`src/rtl/ahb_master_pipe.sv`:
```
// Pipelined AHB-Lite master. Commands flow through a command FIFO, an
// address phase driven straight from the FIFO head, a data-phase register and
// a two-entry response FIFO. Only SINGLE transfers are generated.
module ahb_master_pipe #(
  parameter int unsigned ADDR_WIDTH = 32,
  parameter int unsigned DATA_WIDTH = 32,
  parameter int unsigned CMD_DEPTH  = 4,
  parameter logic [3:0]  HPROT_VAL  = 4'b0011
) (
  input  logic                  hclk,
  input  logic                  hresetn,
  input  logic                  cmd_vld_i,
  output logic                  cmd_rdy_o,
  input  logic                  cmd_write_i,
  input  logic [2:0]            cmd_size_i,
  input  logic [ADDR_WIDTH-1:0] cmd_addr_i,
  input  logic [DATA_WIDTH-1:0] cmd_wdata_i,
  output logic                  rsp_vld_o,
  input  logic                  rsp_rdy_i,
  output logic                  rsp_write_o,
  output logic                  rsp_err_o,
  output logic [DATA_WIDTH-1:0] rsp_rdata_o,
  output logic [ADDR_WIDTH-1:0] haddr_o,
  output logic [1:0]            htrans_o,
  output logic                  hwrite_o,
  output logic [2:0]            hsize_o,
  output logic [2:0]            hburst_o,
  output logic [3:0]            hprot_o,
  output logic                  hmastlock_o,
  output logic [DATA_WIDTH-1:0] hwdata_o,
  input  logic                  hready_i,
  input  logic                  hresp_i,
  input  logic [DATA_WIDTH-1:0] hrdata_i
);

  localparam int unsigned LB     = $clog2(DATA_WIDTH / 8);
  localparam int          NBYTES = DATA_WIDTH / 8;
  localparam int unsigned PW     = $clog2(CMD_DEPTH);
  localparam logic [PW:0] PTR_ONE = 1;
  localparam logic [1:0]  HTRANS_IDLE   = 2'b00;
  localparam logic [1:0]  HTRANS_NONSEQ = 2'b10;

  typedef struct packed {
    logic                  illegal;
    logic                  write;
    logic [2:0]            size;
    logic [ADDR_WIDTH-1:0] addr;
    logic [DATA_WIDTH-1:0] wdata;
  } cmd_t;

  typedef struct packed {
    logic                  vld;
    logic                  write;
    logic                  err;
    logic [DATA_WIDTH-1:0] rdata;
  } rsp_t;

  // A command is illegal if wider than the bus or not naturally aligned.
  function automatic logic is_illegal(input logic [2:0] size, input logic [ADDR_WIDTH-1:0] addr);
    logic [LB-1:0] mask;
    if (size > 3'(LB)) return 1'b1;
    mask = LB'((32'd1 << size) - 32'd1);
    return (addr[LB-1:0] & mask) != '0;
  endfunction

  // ---------------- command FIFO ----------------
  cmd_t        cmd_mem_q [CMD_DEPTH];
  logic [PW:0] wr_ptr_q, wr_ptr_d, rd_ptr_q, rd_ptr_d;
  logic        rst_done_q;
  cmd_t        cmd_new, head;
  logic        cmd_empty, cmd_full, cmd_push, cmd_pop;

  assign cmd_empty = (wr_ptr_q == rd_ptr_q);
  assign cmd_full  = (wr_ptr_q[PW] != rd_ptr_q[PW]) && (wr_ptr_q[PW-1:0] == rd_ptr_q[PW-1:0]);
  assign head      = cmd_mem_q[rd_ptr_q[PW-1:0]];
  assign cmd_rdy_o = rst_done_q & (~cmd_full | cmd_pop);
  assign cmd_push  = cmd_vld_i & cmd_rdy_o;
  assign cmd_new   = '{illegal: is_illegal(cmd_size_i, cmd_addr_i), write: cmd_write_i,
                       size: cmd_size_i, addr: cmd_addr_i, wdata: cmd_wdata_i};
  assign wr_ptr_d  = cmd_push ? wr_ptr_q + PTR_ONE : wr_ptr_q;
  assign rd_ptr_d  = cmd_pop  ? rd_ptr_q + PTR_ONE : rd_ptr_q;

  // FIFO pointers and the ready-after-reset flag.
  // NOTE: sequential state uses non-blocking assignments so every register samples pre-edge values.
  always_ff @(posedge hclk or negedge hresetn) begin
    if (!hresetn) begin
      wr_ptr_q   <= '0;
      rd_ptr_q   <= '0;
      rst_done_q <= 1'b0;
    end else begin
      wr_ptr_q   <= wr_ptr_d;
      rd_ptr_q   <= rd_ptr_d;
      rst_done_q <= 1'b1;
    end
  end

  // Command storage write port.
  // NOTE: the storage array is not reset; the pointers alone define which entries are valid.
  always_ff @(posedge hclk) begin
    if (cmd_push) cmd_mem_q[wr_ptr_q[PW-1:0]] <= cmd_new;
  end

  // ---------------- issue control ----------------
  logic                  dp_busy_q, dp_busy_d, dp_write_q, dp_write_d;
  logic [LB-1:0]         dp_lo_q, dp_lo_d;
  logic [2:0]            dp_size_q, dp_size_d;
  logic [DATA_WIDTH-1:0] dp_wdata_q, dp_wdata_d;
  rsp_t                  rsp_out_q, rsp_out_d, rsp_skid_q, rsp_skid_d, rsp_new;
  logic [1:0]            rsp_cnt;
  logic [2:0]            credits;
  logic                  rsp_pop, rsp_push, has_room, err_first, dp_done;
  logic                  issue, addr_done, illegal_pop;

  assign rsp_pop     = rsp_out_q.vld & rsp_rdy_i;
  assign rsp_cnt     = {1'b0, rsp_out_q.vld} + {1'b0, rsp_skid_q.vld};
  assign credits     = {2'b00, dp_busy_q} + {1'b0, rsp_cnt} - {2'b00, rsp_pop};
  assign has_room    = credits < 3'd2;
  assign err_first   = dp_busy_q & hresp_i & ~hready_i;
  assign dp_done     = dp_busy_q & hready_i;
  assign issue       = ~cmd_empty & ~head.illegal & has_room & ~err_first;
  assign addr_done   = issue & hready_i;
  assign illegal_pop = ~cmd_empty & head.illegal & ~dp_busy_q & has_room;
  assign cmd_pop     = addr_done | illegal_pop;
  assign rsp_push    = dp_done | illegal_pop;

  // AHB address/control outputs come straight from the FIFO head.
  assign htrans_o    = issue ? HTRANS_NONSEQ : HTRANS_IDLE;
  assign haddr_o     = cmd_empty ? '0 : head.addr;
  assign hwrite_o    = ~cmd_empty & head.write;
  assign hsize_o     = cmd_empty ? 3'b000 : head.size;
  assign hburst_o    = 3'b000;
  assign hprot_o     = HPROT_VAL;
  assign hmastlock_o = 1'b0;
  assign hwdata_o    = (dp_busy_q & dp_write_q) ? dp_wdata_q : '0;

  // Data-phase register: loaded when an address phase completes.
  // NOTE: every always_comb output gets a default first so no latch is inferred.
  always_comb begin
    dp_busy_d  = dp_busy_q;
    dp_write_d = dp_write_q;
    dp_lo_d    = dp_lo_q;
    dp_size_d  = dp_size_q;
    dp_wdata_d = dp_wdata_q;
    if (hready_i) begin
      dp_busy_d = addr_done;
      if (addr_done) begin
        dp_write_d = head.write;
        dp_lo_d    = head.addr[LB-1:0];
        dp_size_d  = head.size;
        dp_wdata_d = head.wdata << {head.addr[LB-1:0], 3'b000};
      end
    end
  end

  // Read steering and response construction, then the two-entry response FIFO.
  always_comb begin
    logic [DATA_WIDTH-1:0] rd_shift, rd_masked;
    rd_shift  = hrdata_i >> {dp_lo_q, 3'b000};
    rd_masked = '0;
    for (int b = 0; b < NBYTES; b++) begin
      if (b < (1 << dp_size_q)) rd_masked[8*b +: 8] = rd_shift[8*b +: 8];
    end
    rsp_new.vld   = 1'b1;
    rsp_new.write = dp_busy_q ? dp_write_q : head.write;
    rsp_new.err   = dp_busy_q ? hresp_i : 1'b1;
    rsp_new.rdata = (dp_busy_q & ~dp_write_q) ? rd_masked : '0;

    rsp_out_d  = rsp_out_q;
    rsp_skid_d = rsp_skid_q;
    if (rsp_pop) begin
      if (rsp_skid_q.vld) begin
        rsp_out_d  = rsp_skid_q;
        rsp_skid_d = rsp_push ? rsp_new : '0;
      end else begin
        rsp_out_d  = rsp_push ? rsp_new : '0;
      end
    end else if (rsp_push) begin
      if (rsp_out_q.vld) rsp_skid_d = rsp_new;
      else               rsp_out_d  = rsp_new;
    end
  end

  assign rsp_vld_o   = rsp_out_q.vld;
  assign rsp_write_o = rsp_out_q.write;
  assign rsp_err_o   = rsp_out_q.err;
  assign rsp_rdata_o = rsp_out_q.rdata;

  // Data-phase and response FIFO registers.
  always_ff @(posedge hclk or negedge hresetn) begin
    if (!hresetn) begin
      dp_busy_q  <= 1'b0;
      dp_write_q <= 1'b0;
      dp_lo_q    <= '0;
      dp_size_q  <= 3'b000;
      dp_wdata_q <= '0;
      rsp_out_q  <= '0;
      rsp_skid_q <= '0;
    end else begin
      dp_busy_q  <= dp_busy_d;
      dp_write_q <= dp_write_d;
      dp_lo_q    <= dp_lo_d;
      dp_size_q  <= dp_size_d;
      dp_wdata_q <= dp_wdata_d;
      rsp_out_q  <= rsp_out_d;
      rsp_skid_q <= rsp_skid_d;
    end
  end

endmodule

```
`config.mk`:
```
export PLATFORM = sky130hd
export DESIGN_NAME = ahb_master_pipe
export DESIGN_NICKNAME = d
export VERILOG_FILES = /design/src/rtl/ahb_master_pipe.sv
export SDC_FILE = /design/constraint.sdc
export NUM_CORES = 1
export LEC_CHECK = 0
export BUFFER_PORTS_ARGS = -buffer_cell sky130_fd_sc_hd__clkbuf_2
export CORE_ASPECT_RATIO = 0.8
export CORE_MARGIN = 10
export CORE_UTILIZATION = 30
export CTS_BUF_LIST = sky130_fd_sc_hd__clkbuf_4 sky130_fd_sc_hd__clkbuf_8 sky130_fd_sc_hd__clkbuf_16
export CTS_CLUSTER_SIZE = 14
export DETAILED_ROUTE_END_ITERATION = 8
export PLACE_DENSITY_LB_ADDON = 0.3
export SYNTH_ARGS = -nofsm -noshare
export SYNTH_HDL_FRONTEND = slang
export SYNTH_SLANG_ARGS = --single-unit
```
`constraint.sdc`:
```
create_clock -name hclk -period 7.5 [get_ports hclk]
set_input_delay 1.125 -clock hclk [delete_from_list [all_inputs] [get_ports hclk]]
set_output_delay 1.125 -clock hclk [all_outputs]
set_load 0.005 [all_outputs]
```
==> impl_metrics.tcl <==
set metrics [dict create \
    hold_violations 0 \
    rows 77 \
    p_clk_frac 0.258 \
    ys_seq_elements 392 \
    numCtsBuffers 43 \
    post-cts-setup-buffers 0 \
    placed_cell_area_sq_um 18500 \
    start_kind "primary input" \
    leakagePower_nw 7.72 \
    root_buffer "clkbuf_16" \
    ir_worst_vdd_mv 0.184 \
    design_area_sq_um 19800 \
    async_flop_share 0.296 \
    worstPathMaxFanout 17 \
    ys_seq_area_frac 0.671 \
    postCtsHoldBufs 0 \
    grt_pass1_wl_mm 65.5 \
    place.detailed.hpwl_mm 28.9 \
    synth_ff_type "edfxtp_1" \
    clkTransAtPathRegs_ns 0.06 \
    power.share.switching 0.350 \
    syn2layout_area_growth_pct 18.7 \
    grt_use_met2 0.195 \
    syn_inst 1032 \
    period_share 0.656 \
    avgSynthCellArea_sq_um 16.2 \
    htree_levels 2 \
    ff2ff_path_depth 10 \
    drcViolationCount 0 \
    dpl.cell_count 1932 \
    cts_resized 0 \
    worstHoldPathType "flip-flop to flip-flop" \
    grt_overflow_total 0 \
    cts_tree "yes" \
    synth_cell_types 50 \
    timing.fmax_mhz 203 \
    switching_power_w 0.00272 \
    dr.pass1.iters 5 \
    instances_no_fill 2012 \
    gr-max-usage-layer "met2" \
    timing.rr.end "rsp_skid_q[1]" \
    status "complete, no violations" \
    regArea_sq_um 11200 \
    holdWs_ns 0.461 \
    clk_path_buf_depth 3 \
    met3_usage 0.0370 \
    fillers 5348 \
    whs_endpoint "dp_wdata_q[3]" \
    max_slew_margin 0.238 \
    dieHeight_um 231 \
    layout_commonest_cell "edfxtp_1" \
    internal_power_w 0.00506 \
    combPwrFrac 0.348 \
    cts.sinks 392 \
    rrSetupSlack_ns 2.91 \
    r2r-start "dp_busy_q" \
    io_buffers 210 \
    post_route_cells_drive_above_1_share 0.339 \
    final_nets 1340 \
    initial_core_util 0.303 \
    holdPathStages 2 \
    p_seq_frac 0.394 \
    synth_edf_count 276 \
    vias 9501 \
    worstSetupEndpointType "output port" \
    use_met1 0.178 \
    hold_start "dp_wdata_q[3]" \
    drv_cap 0 \
    vias_per_cell 4.72 \
    grt_usage 0.128 \
    power.density_nw_per_um2 393 \
    worstPathRequired_ns 6.38 \
    ios 220 \
    slew_viol_final 0 \
    path_class "primary input to output port" \
    worstMarginPinSlew_ns 1.14 \
    die_x_um 284 \
    syn-cell-area_sq_um 16700 \
    cp.arrival_ns 3.80 \
    fp.dieArea_sq_um 65500 \
    setup_tns_ns 0 \
    antenna_found_initial 10 \
    multiInputGateArea_sq_um 5090 \
    coreArea_sq_um 55100 \
    rsz0062_at_grt "no" \
    routed_wl_mm 42.6 \
    setup_viol 0 \
    drtAntennaViolNets 0 \
    yosys_warnings 0 \
    wl_per_cell_um 21.2 \
    grt_pass1_vias 10200 \
    grt_max_degree 71 \
    min_period_ns 4.92 \
    place.gp.congestion 0.734 \
    clkLatencyLatePin_ns 0.56 \
    mostFrequentLayoutCells "edfxtp_1 (276), clkbuf_2 (209), dfrtp_1 (114)" \
    finClkSkew_ns 0.0162 \
    drt_iter0_drc 639 \
]
-- per-layer routing --
layer,vias up,wire (um)
li1,4376,-
met1,4821,20100
met2,226,19100
met3,64,2630
met4,14,677
met5,-,89
-- layout make-up --
type                       instances  share of cell area
antenna                            4            0.000506
multi-input combinational        552               0.257
timing repair buffer             226              0.0599
sequential                       392               0.566
inverter                          12             0.00228
clock inverter                    23             0.00866
clock buffer                      53              0.0585
tap                              750              0.0474
-- registers in the layout (all words and copies together) (netlist names) --
| register | cells |
|---|---|
| rsp_write_o | 1 |
| rsp_err_o | 1 |
| rd_ptr_q | 3 |
| dp_lo_q | 2 |
| rst_done_q | 1 |
| dp_busy_q | 1 |
| dp_write_q | 1 |
| rsp_skid_q | 35 |
| dp_size_q | 3 |
| dp_wdata_q | 32 |
| cmd_mem_q | 276 |
| wr_ptr_q | 3 |
| rsp_rdata_o | 32 |
| rsp_vld_o | 1 |
-- Yosys cell counts (all sizes together), types with 3 or more instances --
library cell  number  area (sq um)
a22o               8          70.1
xnor2              3          26.3
ha                 7          87.6
o31ai             27           203
nor2b             13          81.3
mux2              44           495
and2              36           225
clkbuf            47           176
o21ai             27           135
nand3              9          45.0
nor2              14          52.6
mux2i             50           513
a21o               9          67.6
nand2             89           337
inv               12          45.0
edfxtp           276          8290
mux4              69          1550
o2bb2ai           43           439
buf               37           239
nand2b             9          56.3
xor2               6          52.6
and3              33           206
dfrtp            116          2900
a32oi             16           140
a21oi             12          63.8
-- through the flow --
step	power, W	util	setup slack, ns
after floorplan	0.00489	-	1.33
after global placement	0.00587	0.335	2.27
after detailed placement	0.00589	0.335	2.19
after CTS	0.00792	0.359	2.56
after global routing	0.00828	0.359	2.35
final	0.00777	0.359	2.58
-- power groups by stage --
stage | clock network (W) | logic, W | registers [W]
after floorplan | 0 | 0.00199 | 0.00289
after global placement | 0 | 0.00276 | 0.00311
after global routing | 0.00216 | 0.00299 | 0.00313
after detailed placement | 0 | 0.00277 | 0.00312
final | 0.00200 | 0.00271 | 0.00306
after CTS | 0.00207 | 0.00278 | 0.00308
-- critical path, cell delays in order --
cell and delay (ns):
clkbuf_2 0.13, nand2_1 0.52, inv_1 0.22, ha_1 0.33, inv_1 0.04, ha_1 0.28, a21oi_2 0.20, xnor2_1 0.19
a211oi_4 0.37, o21ai_0 0.17, inv_1 0.10, clkbuf_2 0.12
-- worst max-delay path by stage --
stage,start,to,cells past startpoint
after floorplan,rsp_rdy_i,cmd_mem_q[0][0],10
after global placement,rsp_rdy_i,cmd_mem_q[1][3],12
after detailed placement,rsp_rdy_i,cmd_mem_q[1][3],12
after CTS,rd_ptr_q[0],haddr_o[1],4
after global routing,rd_ptr_q[0],haddr_o[1],4
final,rsp_rdy_i,cmd_rdy_o,12
-- kinds of logic (layout without fill, tap and decap cells) --
kind of cell             Yosys count  after routing  share of synthesized area
adder cells (fa/ha/maj)            7              7                    0.00525
AND/OR/NAND/NOR                  211            211                     0.0636
buffers and inverters             96            314                     0.0276
other                              2             14                   0.000450
flip-flops                       392            392                      0.671
AO/OA/AOI/OAI                    152            152                     0.0735
multiplexers                     163            163                      0.154
XOR/XNOR                           9              9                    0.00473
(Power assumes the default switching activity.)
